[src/rtl/seq_match_logger.sv]
// Timestamps rising edges of a sequence detector's match output and buffers
// them in a first-word-fall-through FIFO, with a saturating match counter.
`timescale 1ns/1ps
module seq_match_logger #(
    parameter int DEPTH = 8,
    parameter int TS_W  = 16,
    parameter int CNT_W = 8
) (
    input  logic                     clk,
    input  logic                     reset,
    input  logic                     y_in,
    input  logic                     clear,
    input  logic                     rd_en,
    output logic [TS_W-1:0]          rd_data,
    output logic                     empty,
    output logic                     full,
    output logic [$clog2(DEPTH):0]   level,
    output logic [CNT_W-1:0]         match_count,
    output logic                     overflow
);
    localparam int AW = $clog2(DEPTH);
    localparam int LW = AW + 1;

    logic [TS_W-1:0]  ts_q, ts_d;
    logic             y_q;
    logic [LW-1:0]    wr_ptr_q, wr_ptr_d;
    logic [LW-1:0]    rd_ptr_q, rd_ptr_d;
    logic [LW-1:0]    level_q, level_d;
    logic             empty_q, empty_d;
    logic             full_q, full_d;
    logic             ovf_q, ovf_d;
    logic [CNT_W-1:0] cnt_q, cnt_d;
    logic [TS_W-1:0]  mem_q [DEPTH];
    logic             edge_s, push_s, pop_s, drop_s;

    // Next-state logic for edge qualification, pointers, flags and counters
    always_comb begin
        ts_d     = ts_q + TS_W'(1);
        edge_s   = y_in & ~y_q;
        pop_s    = rd_en & ~empty_q & ~clear;
        // a simultaneous pop frees a slot, so a full FIFO still accepts the push
        push_s   = edge_s & ~clear & (~full_q | pop_s);
        drop_s   = edge_s & ~clear & full_q & ~pop_s;
        wr_ptr_d = wr_ptr_q;
        rd_ptr_d = rd_ptr_q;
        cnt_d    = cnt_q;
        ovf_d    = ovf_q;
        if (clear) begin
            wr_ptr_d = '0;
            rd_ptr_d = '0;
            cnt_d    = '0;
            ovf_d    = 1'b0;
        end else begin
            if (push_s) begin
                wr_ptr_d = wr_ptr_q + LW'(1);
            end else begin
                wr_ptr_d = wr_ptr_q;
            end
            if (pop_s) begin
                rd_ptr_d = rd_ptr_q + LW'(1);
            end else begin
                rd_ptr_d = rd_ptr_q;
            end
            if (edge_s && (cnt_q != {CNT_W{1'b1}})) begin
                cnt_d = cnt_q + CNT_W'(1);
            end else begin
                cnt_d = cnt_q;
            end
            if (drop_s) begin
                ovf_d = 1'b1;
            end else begin
                ovf_d = ovf_q;
            end
        end
        // wrap bit makes the pointer difference span 0..DEPTH unambiguously
        level_d = wr_ptr_d - rd_ptr_d;
        empty_d = (level_d == LW'(0));
        full_d  = (level_d == LW'(DEPTH));
    end

    // Control and status registers
    always_ff @(posedge clk) begin
        if (reset) begin
            ts_q     <= '0;
            y_q      <= 1'b0;
            wr_ptr_q <= '0;
            rd_ptr_q <= '0;
            level_q  <= '0;
            empty_q  <= 1'b1;
            full_q   <= 1'b0;
            ovf_q    <= 1'b0;
            cnt_q    <= '0;
        end else begin
            ts_q     <= ts_d;
            y_q      <= y_in;
            wr_ptr_q <= wr_ptr_d;
            rd_ptr_q <= rd_ptr_d;
            level_q  <= level_d;
            empty_q  <= empty_d;
            full_q   <= full_d;
            ovf_q    <= ovf_d;
            cnt_q    <= cnt_d;
        end
    end

    // Timestamp storage; contents are meaningless outside the valid window
    always_ff @(posedge clk) begin
        if (push_s && !reset) begin
            mem_q[wr_ptr_q[AW-1:0]] <= ts_q;
        end
    end

    assign rd_data     = mem_q[rd_ptr_q[AW-1:0]];
    assign empty       = empty_q;
    assign full        = full_q;
    assign level       = level_q;
    assign match_count = cnt_q;
    assign overflow    = ovf_q;
endmodule

[config.mk]
export PLATFORM = sky130hd
export DESIGN_NAME = seq_match_logger
export DESIGN_NICKNAME = d
export VERILOG_FILES = /design/src/rtl/seq_match_logger.sv
export SDC_FILE = /design/constraint.sdc
export NUM_CORES = 1
export LEC_CHECK = 0
export ABC_AREA = 0
export BUFFER_PORTS_ARGS = -buffer_cell sky130_fd_sc_hd__buf_2
export CAP_MARGIN = 40
export CORE_UTILIZATION = 60
export CTS_CLUSTER_SIZE = 20
export DETAILED_ROUTE_END_ITERATION = 8
export PLACE_DENSITY = 0.83
export SLEW_MARGIN = 10
export SYNTH_ARGS = -nofsm -noshare
export SYNTH_HDL_FRONTEND = slang
export SYNTH_SLANG_ARGS = --single-unit
export TNS_END_PERCENT = 50
[constraint.sdc]
create_clock -name clk -period 3.7 [get_ports clk]
set_input_delay 0 -clock clk [delete_from_list [all_inputs] [get_ports clk]]
set_output_delay 0 -clock clk [all_outputs]
set_load 0.02 [all_outputs]
[After elaboration in Yosys (flattened, before gate mapping)]
Memories as Yosys holds them, arrays and structs flattened. A register that Yosys moved wholly into a read port is not among the register bits.
Index checks and enable logic that the tools add are counted.
Cells by class
  multiply operators: 0
  divide/modulo/power cells: 0
  reductions and logical operators: 5
  bitwise gates (word level): 13
  $add $sub $neg: 5
  shift-type cells: 0
  equality and inequality tests: 2
  mux-type cells: 7
  magnitude comparators: 0
Operator list (count)
  adder 16 x 1 -> 16 bit (second input constant): 1
  two-way mux 4 bit: 4
  adder 4 x 1 -> 4 bit (second input constant): 2
  adder 8 x 1 -> 8 bit (second input constant): 1
  != test 8 bit (second input constant): 1
  bitwise AND 1 bit: 7
  NOT 1 bit: 5
  == test 4 bit (second input constant): 1
  zero test 4 bit: 1
  subtractor 4 bit: 1
  two-way mux 3 bit: 1
  logical AND 1 bit: 2
  two-way mux 1 bit: 2
  OR reduction 2 bit: 1
  zero test 1 bit: 1
  OR 1 bit: 1
Storage, ports and cells
  ROM bits: 0
  latch bits: 0
  logic and storage cells: 42
  RAM bits: 128
  bits in registers: 40
  memories kept: 1
  bits of input ports: 5
Memories
  mem_q: words 8, bits a word 16, read ports 1, clocked after Yosys merged registers in 1, write ports 1, line 33  | logic [TS_W-1:0] mem_q [DEPTH];

[Depth between registers and ports, before layout]
Gate-level depths: netlist of the first run.
  word-level depth: 9
  mapped depth: 11

[Least setup slack after synthesis of the first run]
No wires, ideal clock.
  kind: reg-to-reg
  start point: register empty_q, in the netlist empty
  end point: memory mem_q[0][0], enable pin
  setup slack: 0.329 ns
  buffers on the path: 1
  setup time: 0.436 ns
  data arrival time: 2.935 ns
  required time: 3.264 ns
  clock period less this slack: 3.371 ns
  stages on the path, launching flop included: 6
  cells stage by stage: dfxtp_1 -> nand2b_2 -> a211o_1 -> clkbuf_1 -> nor2_1 -> nor4b_1
Between the ends
  cells in the longest elaborated chain, start to end: 8
RTL lines
  start, declared: line 29  | logic empty_q, empty_d;
  start signal, assigned: line 99  | empty_q <= empty_d;
  NOT 1 bit: line 40  | pop_s = rd_en & ~empty_q & ~clear;
  bitwise AND 1 bit (2 in a row): line 40
  OR 1 bit: line 42  | push_s = edge_s & ~clear & (~full_q | pop_s);
  bitwise AND 1 bit: line 42
  logical AND 1 bit: line 108  | if (push_s && !reset) begin
  two-way mux 1 bit: line 108
  two-way mux 1 bit (not written as such): line 109  | mem_q[wr_ptr_q[AW-1:0]] <= ts_q;
  end, declared: line 33
No other way between the ends.

[Worst setup path after layout of the first run]
  start point: register empty_q, in the netlist empty
  end point: memory mem_q[7][2], enable pin
Same word-level chain as after synthesis.

==> results.txt, run 1 <==
Gr usage total = 23.6%
Yosys reg bits = 168
Reg2reg setup slack = 1.16 ns
Initial cell density of the core = 61.5%
Core ar. = 10800 um^2
Most frequent CP cell = nor2_1
Final Hold Slack = 0.371 ns
Most used DFF post-synth = edfxtp_1
Sw Ratio = 20.9%
Num Clock Sinks = 168
FF-to-FF Start = empty
FF/Latch Area = 4650 um^2
Final Hold Viols = 0
Via count = 3566
Hold_sp = clear
Finish-stage setup viols = 0
Critical path class = register to register
Internal power = 0.00299 W
WL final = 12300 um
Seq/Total Area, Yosys = 69.9%
Initial drt markers = 242
Leak = 2.57 nW
Nets = 462
Critical-path maximum fanout = 9
Worst slew pin tran = 0.747 ns
Minimum clock period after layout = 2.54 ns
Die area = 11500 um^2
Grt ovf = 0
Fraction of layout cells with a size suffix above 1 = 29.9%
Highest routed layer = met4
Post-synth net total = 407
DR WL met2 = 6460 um
Crit-path cells = nand2b_2 > a211o_1 > nor2_1 > nand2_1 > nor2_1 > buf_4
Comb power frac = 2.9%
Max Transition Viols Final = 0
CTS max path bufs = 2
WP data arrival = 2.77 ns
Via count of the first global-routing pass = 3680
DP Wirelength = 7280 um
Multi-input gate area = 1930 um^2
Largest net degree at the start of global routing = 35
Worst path slowest cell = nor2_1
Die span in x = 107 um
Initial antenna violation count = 0
Worst path top cell family by delay = simple AND/OR/NAND/NOR gates
Status = complete, no violations
Sequential share of power = 54.0%
Reg-to-reg endpoint = mem_q[7][2]
Total CTS buffers = 17
DRC viols = 0
Met3 WL = 605 um
Maxcap violations = 0
Io pins = 36
Worst Hold Path EP = wr_ptr_q[2]
Peak supply drop = 0.287 mV
Postcts setup bufs = 0
Post-synth ARST share = 0%
Buf/Inv on CP = 1
Clk pwr share = 43.1%
Slew margin rel. = 50.0%
Number of warnings issued by yosys = 0
Pwr per Cell Area = 493 nW/um^2
Die Ht = 107 um
Post-DRT Antenna Nets = 0
Cell count after synthesis = 394
Vias/cell = 5.92
Worst min path class = primary input to register
DRT Pass-1 Iters = 4
CTS tree = built
Wire length per cell = 20.4 um
CP Data Required Time = 3.93 ns
M1 wire length = 5050 um
Slowest Stage Delay on Critical Path = 0.63 ns
Achievable frequency = 394 MHz
EDFF count, synth = 128
Filler Cells Inserted = 633
Crit end category = register
Switching power = 0.000789 W
Synth Cell Area = 6640 um^2
Routability cong. = 0.740
Unrepaired setup endpoints after global routing = no
First-pass GRT wire length = 19200 um
Post-Route Setup TNS = 0 ns
Startpoint Class = register
Period utilization = 68.7%
Synth cell types = 40
Reg2reg path depth = 6
CTS root buf = clkbuf_8
Mapped Avg Cell Area = 16.9 um^2
Worst Skew = 0.00745 ns
CTS clk-pin slew, worst paths = 0.07 ns
Worst skew pair latency = 0.53 ns
Hold Path Stages = 3
Htree depth = 4
P&R area growth vs syn = 15.2%
Cell Rows = 38
Port bufs = 35
# diodes = 0
[stage by stage]
step	area [um^2]	instances	setup WS, ns	utilization, %	power (W)
6_report	7650	602	1.16	70.9	0.00378
5_1_grt	7650	602	0.967	70.9	0.00389
3_3_place_gp	7040	564	1.22	65.3	0.00218
4_1_cts	7650	601	1.05	70.8	0.00380
2_1_floorplan	6640	394	0.329	-	0.00215
3_5_place_dp	7040	564	1.09	65.3	0.00219
[tightest hold or removal path, stage by stage]
cell,delay [ns]
dlygate4sd3_1,0.53
buf_2,0.24
nor3_1,0.08
[worst max-delay path by stage]
stage / start / to / slack (ns) / cells past startpoint
finish: empty / mem_q[7][2] / 1.16 / 6
floorplan: empty / mem_q[0][0] / 0.33 / 5
detailed placement: empty / mem_q[3][3] / 1.09 / 6
global placement: empty / mem_q[3][2] / 1.22 / 6
global route: rd_ptr_q[0] / empty / 0.97 / 9
CTS: y_q / mem_q[3][3] / 1.05 / 6
[cell usage in the layout, fill, tap and decap left out, drive strengths merged, types with 2 or more instances in the layout]
master	synthesis	routed
edfxtp	128	128
buf	6	48
clkinv	0	2
o21ai	5	5
nor2	38	38
a211o	3	3
a21oi	8	8
nand4	7	7
mux4	32	32
nor3	6	6
inv	7	13
nor2b	4	4
mux2	16	16
xor2	9	9
clkbuf	11	19
nand2b	3	3
xnor2	15	15
dfxtp	40	40
nor4	3	3
mux2i	3	3
and3	4	4
dlygate4sd3	0	5
ha	7	7
a21o	2	2
nand3	6	6
clkinvlp	0	4
nand2	15	15
or3	5	5
[logic make-up after synthesis]
logic type / synth area share, %
compound gates: 2.32
mux: 14.0
simple gates: 7.18
buf+inv: 1.45
xor+xnor: 3.50
fa+ha+maj: 1.62
flops: 69.9
[area by class of cell]
cell class | instances | area share [%]
Inverter | 7 | 0.343
Multi-Input combinational cell | 202 | 25.2
Clock inverter | 13 | 1.57
Sequential cell | 168 | 60.7
Tap cell | 140 | 2.29
Clock buffer | 19 | 5.64
Timing Repair Buffer | 53 | 4.22
[state kept, by name, summed over array words and instances (netlist names)]
| signal | flops |
|---|---|
| mem_q | 128 |
| ts_q | 16 |
| match_count | 8 |
| level | 4 |
| rd_ptr_q | 4 |
| wr_ptr_q | 4 |
| empty | 1 |
| full | 1 |
| overflow | 1 |
| y_q | 1 |
[per-layer routing]
| layer | GRT usage, % | vias to the layer above |
|---|---|---|
| met3 | 6.57 | 14 |
| met2 | 38.7 | 111 |
| met4 | 9.30 | 0 |
| met1 | 30.0 | 1816 |
| li1 | - | 1625 |
| met5 | 0 | - |
[synth_stat cells (all sizes together), types with 7 or more instances]
master  number  area, um^2
edfxtp     128        3840
dfxtp       40         801
nor2        38         143
mux4        32         721
mux2        16         180
nand2       15        56.3
xnor2       15         131
clkbuf      11        41.3
xor2         9        78.8
a21oi        8        43.8
ha           7        87.6
inv          7        26.3
nand4        7        43.8
[what timing repair did]
action	CTS	global route
endpoints found under the hold margin	22	0
hold buffers	5	0
resized for setup	0	0
endpoints found under the setup margin	0	0
[power groups by stage]
stage / clock network [W] / registers (W) / logic, W
floorplan: 0 / 0.00208 / 0.0000750
global placement: 0 / 0.00208 / 0.000105
detailed placement: 0 / 0.00208 / 0.000107
CTS: 0.00165 / 0.00204 / 0.000112
global route: 0.00173 / 0.00204 / 0.000120
finish: 0.00163 / 0.00204 / 0.000111
Power figures use the tool's default switching activity.
==> inputs of run 2 (changes only) <==
clock period = 2.6 ns   (was 3.7 ns; I/O delays follow)
==> results.txt, run 2 (synthesis results as in run 1) <==
Worst skew pair latency = 0.53 ns
Via count = 3600
CTS tree = built
Leak = 2.62 nW
Critical-path maximum fanout = 24
WL final = 12200 um
First-pass GRT wire length = 19700 um
Via count of the first global-routing pass = 3838
Post-DRT Antenna Nets = 0
Worst slew pin tran = 0.615 ns
Htree depth = 4
Period utilization = 94.8%
Fraction of layout cells with a size suffix above 1 = 31.4%
DP Wirelength = 7100 um
Startpoint Class = register
Finished Core Util = 71.7%
Buf/Inv on CP = 3
CTS max path bufs = 2
Count of non-filler cells in the finished layout = 608
Io pins = 36
# diodes = 0
Initial drt markers = 208
Postcts setup bufs = 0
Area after DPL = 7110 um^2
Routability cong. = 0.804
DR WL met2 = 6420 um
Wire length per cell = 20.1 um
Finish-stage setup viols = 0
Post-Route Setup TNS = 0 ns
Status = complete, no violations
Largest register FFs = 128
Highest routed layer = met4
Slowest Stage Delay on Critical Path = 0.56 ns
Num Clock Sinks = 168
M1 wire length = 5030 um
Max Transition Viols Final = 0
Filler Cells Inserted = 665
CTS clk-pin slew, worst paths = 0.07 ns
Worst path slowest cell = mux4_2
WP data arrival = 2.47 ns
Final Hold Slack = 0.375 ns
Die Ht = 107 um
CTS root buf = clkbuf_8
Worst Skew = 0.00958 ns
Internal power = 0.00424 W
Worst min path class = primary input to register
Most common cell after layout, fill and taps aside = edfxtp_1
Clk pwr share = 43.3%
Sw Ratio = 21.6%
Crit-path cells = buf_4 > buf_8 > mux4_2 > mux2_2 > buf_2
Cell Rows = 38
Initial antenna violation count = 0
Crit end category = output pin
Final Hold Viols = 0
Die span in x = 107 um
Unrepaired setup endpoints after global routing = yes
Switching power = 0.00117 W
Grt ovf = 0
Nets = 468
Peak supply drop = 0.361 mV
Minimum clock period after layout = 2.47 ns
Placed Cells = 571
DRC viols = 0
Worst path top cell family by delay = multiplexers
Port bufs = 35
Total CTS buffers = 17
Slew margin rel. = 59.0%
Final Cell Area = 7740 um^2
Die area = 11500 um^2
Comb power frac = 3.1%
Pwr per Cell Area = 699 nW/um^2
Met3 WL = 605 um
Sequential share of power = 53.6%
Most frequent cells in the layout = edfxtp_1 (128), dfxtp_1 (39), nor2_1 (37)
Achievable frequency = 406 MHz
Initial cell density of the core = 61.5%
P&R area growth vs syn = 16.5%
Critical path class = register to output pin
Maxcap violations = 0
Vias/cell = 5.92
CP Data Required Time = 2.60 ns
DRT Pass-1 Iters = 4
Gr usage total = 23.8%
Core ar. = 10800 um^2
Largest net degree at the start of global routing = 34
==> run 2: cell types whose count changed in the layout (fill, tap and decap cells not counted), sizes merged <==
cell,change
clkinv,+3
clkinvlp,-1
clkbuf,-2
buf,+6
==> run 2: worst register-to-register path: cells and delay by family (launching register included) <==
kind,cells,cell delay [ns]
muxes,1,0.25
adders and majority gates,1,0.28
and+or+nand+nor,2,0.30
AOI/OAI and AO/OA,5,1.22
DFF,1,0.33
==> run 2: final cells by class <==
cell class | instances | area [um^2] | area share, %
Sequential cell | 168 | 4650 | 60.0
Multi-Input combinational cell | 202 | 1960 | 25.3
Clock buffer | 17 | 414 | 5.35
Timing Repair Buffer | 59 | 375 | 4.85
Tap cell | 140 | 175 | 2.26
Clock inverter | 15 | 141 | 1.83
Inverter | 7 | 26.3 | 0.340
==> run 2: timing repair <==
action / 4_1_cts / 5_1_grt
setup endpoints to repair: 12 / 10
resized for setup: 1 / 6
hold buffers: 5 / 0
hold endpoints to repair: 25 / 0
==> run 2: power by group through the flow <==
stage,registers [W],logic (W),clock network [W]
3_3_place_gp,0.00295,0.000151,0
6_report,0.00290,0.000166,0.00234
3_5_place_dp,0.00296,0.000156,0
5_1_grt,0.00290,0.000180,0.00247
2_1_floorplan,0.00296,0.000107,0
4_1_cts,0.00290,0.000164,0.00237
==> run 2: routing by layer <==
layer  track usage (%)  vias up
met1              29.8     1858
met4              10.7        0
met2              40.0       99
met3              4.98       16
met5                 0        -
li1                  -     1627
==> run 2: worst paths after layout <==
| kind | cells past startpoint | end | slack [ns] | startpoint |
|---|---|---|---|---|
| worst max register to register | 9 | full | 0.16 | empty |
| worst max-delay path | 5 | rd_data[8] | 0.13 | rd_ptr_q[0] |
| worst min register to register | 2 | match_count[5] | 0.51 | match_count[5] |
| worst min-delay path | 3 | rd_ptr_q[0] | 0.38 | clear |
==> run 2: per-stage QoR <==
step / setup slack, ns / power (W)
finish: 0.135 / 0.00541
global route: -0.0105 / 0.00555
CTS: 0.0337 / 0.00543
detailed placement: 0.111 / 0.00311
global placement: 0.197 / 0.00310
floorplan: -0.531 / 0.00306
==> inputs of run 3 (changes only) <==
CORE_ASPECT_RATIO = 0.9   (was default)
==> results.txt, run 3 (synthesis results as in run 1) <==
Core ar. = 10800 um^2
Grt ovf = 0
Pwr per Cell Area = 719 nW/um^2
Worst slew pin tran = 0.658 ns
Period utilization = 95.0%
Sequential share of power = 52.4%
FF-to-FF Start = empty
Critical-path maximum fanout = 7
Clk pwr share = 44.7%
DRT Pass-1 Iters = 4
Wire length per cell = 20.3 um
Crit end category = register
Setup slack at placement = 0.0753 ns
Post-DRT Antenna Nets = 0
Reg2reg path depth = 9
Peak supply drop = 0.364 mV
Die Ht = 102 um
Via count of the first global-routing pass = 3569
Leak = 2.60 nW
Switching power = 0.00115 W
CP startpoint = empty
Worst setup margin = 0.131 ns
Largest register FFs = 128
CTS max path bufs = 2
CTS clk-pin slew, worst paths = 0.07 ns
Hold_sp = reset
Via count = 3521
Crit path capture = empty
# diodes = 0
Most frequent cells in the layout = edfxtp_1 (128), dfxtp_1 (39), nor2_1 (37)
Overall power = 0.00553 W
Reg-to-reg endpoint = empty
Final Hold Viols = 0
Finish-stage setup viols = 0
WL final = 12100 um
CP Data Required Time = 2.93 ns
WP data arrival = 2.80 ns
Internal power = 0.00438 W
Nets = 462
Minimum clock period after layout = 2.47 ns
Largest net degree at the start of global routing = 34
Total CTS buffers = 17
DP Wirelength = 7140 um
Gr usage total = 23.1%
Port bufs = 35
Startpoint Class = register
Most common cell after layout, fill and taps aside = edfxtp_1
Initial cell density of the core = 61.4%
Status = complete, no violations
DRC viols = 0
Htree depth = 4
Vias/cell = 5.92
Max Transition Viols Final = 0
P&R area growth vs syn = 15.9%
Die area = 11500 um^2
Cell Rows = 36
Die span in x = 113 um
Unrepaired setup endpoints after global routing = no
Worst skew pair latency = 0.42 ns
Final Hold Slack = 0.0841 ns
Sw Ratio = 20.8%
Comb power frac = 2.9%
Slew margin rel. = 56.1%
Io pins = 36
Num Clock Sinks = 168
Initial drt markers = 294
Worst min path class = primary input to register
CTS tree = built
First-pass GRT wire length = 18800 um
Reg2reg setup slack = 0.13 ns
Initial antenna violation count = 0
Routability cong. = 0.790
Maxcap violations = 0
Critical path class = register to register
Hold Path Stages = 2
Fraction of layout cells with a size suffix above 1 = 31.2%
CTS root buf = clkbuf_16
Achievable frequency = 405 MHz
Worst Skew = 0.00811 ns
[run 3: cell count changes in the layout (fill, tap and decap cells not counted), sizes merged]
cell         previous run  this run
buf                    54        51
bufinv                  1         2
clkinvlp                3         2
dlygate4sd3             5         2
[run 3: worst min-delay path by stage]
stage / slack [ns] / to
after floorplan: 0.12 / empty
after global placement: 0.24 / y_q
after detailed placement: 0.25 / y_q
after CTS: 0.07 / level[2]
after global routing: 0.10 / ts_q[10]
final: 0.08 / level[2]
[run 3: power by group through the flow]
stage	Sequential, W	Combinational (W)	Clock, W
floorplan	0.00296	0.000107	0
global placement	0.00295	0.000152	0
detailed placement	0.00296	0.000157	0
CTS	0.00290	0.000161	0.00251
global route	0.00290	0.000173	0.00261
finish	0.00290	0.000161	0.00247
[run 3: stage by stage]
| stage | setup TNS [ns] | util, % | instances | cell area, um^2 |
|---|---|---|---|---|
| finish | 0 | 71.2 | 595 | 7700 |
| global route | 0 | 71.2 | 595 | 7700 |
| CTS | 0 | 71.1 | 595 | 7690 |
| detailed placement | 0 | 65.4 | 561 | 7070 |
| global placement | 0 | 65.4 | 561 | 7070 |
| floorplan | -29.12 | - | 394 | 6650 |
[run 3: worst max-delay path, stage by stage, from the launching register on]
cell and delay (ns):
dfxtp_1 0.32, nand2b_2 0.22, a211o_4 0.41, mux2i_1 0.26, nor2_2 0.09, ha_1 0.28, a21o_1 0.18, a21o_1 0.21
and3_1 0.19, o31ai_1 0.22
[run 3: routing by layer]
metal	part of all wire (%)	track usage, %	vias to the layer above
li1	-	-	1620
met1	42	29.7	1809
met2	52	38.5	85
met3	4.6	4.45	7
met4	0.89	11.5	0
met5	0	0	-
[run 3: repair_timing]
action | CTS | global route
setup endpoints to repair | 0 | 3
hold buffers | 2 | 0
buffers inserted | 0 | 0
gates resized for setup | 0 | 3
hold endpoints to repair | 4 | 0
[run 3: cell type report]
class / count / area [um^2]
clock buffers: 17 / 425
clock inverters: 15 / 166
fillers: 655 / 3110
inverters: 7 / 26.3
multi-input cells: 202 / 1950
flip-flops and latches: 168 / 4650
well taps: 133 / 166
repair buffers: 53 / 315
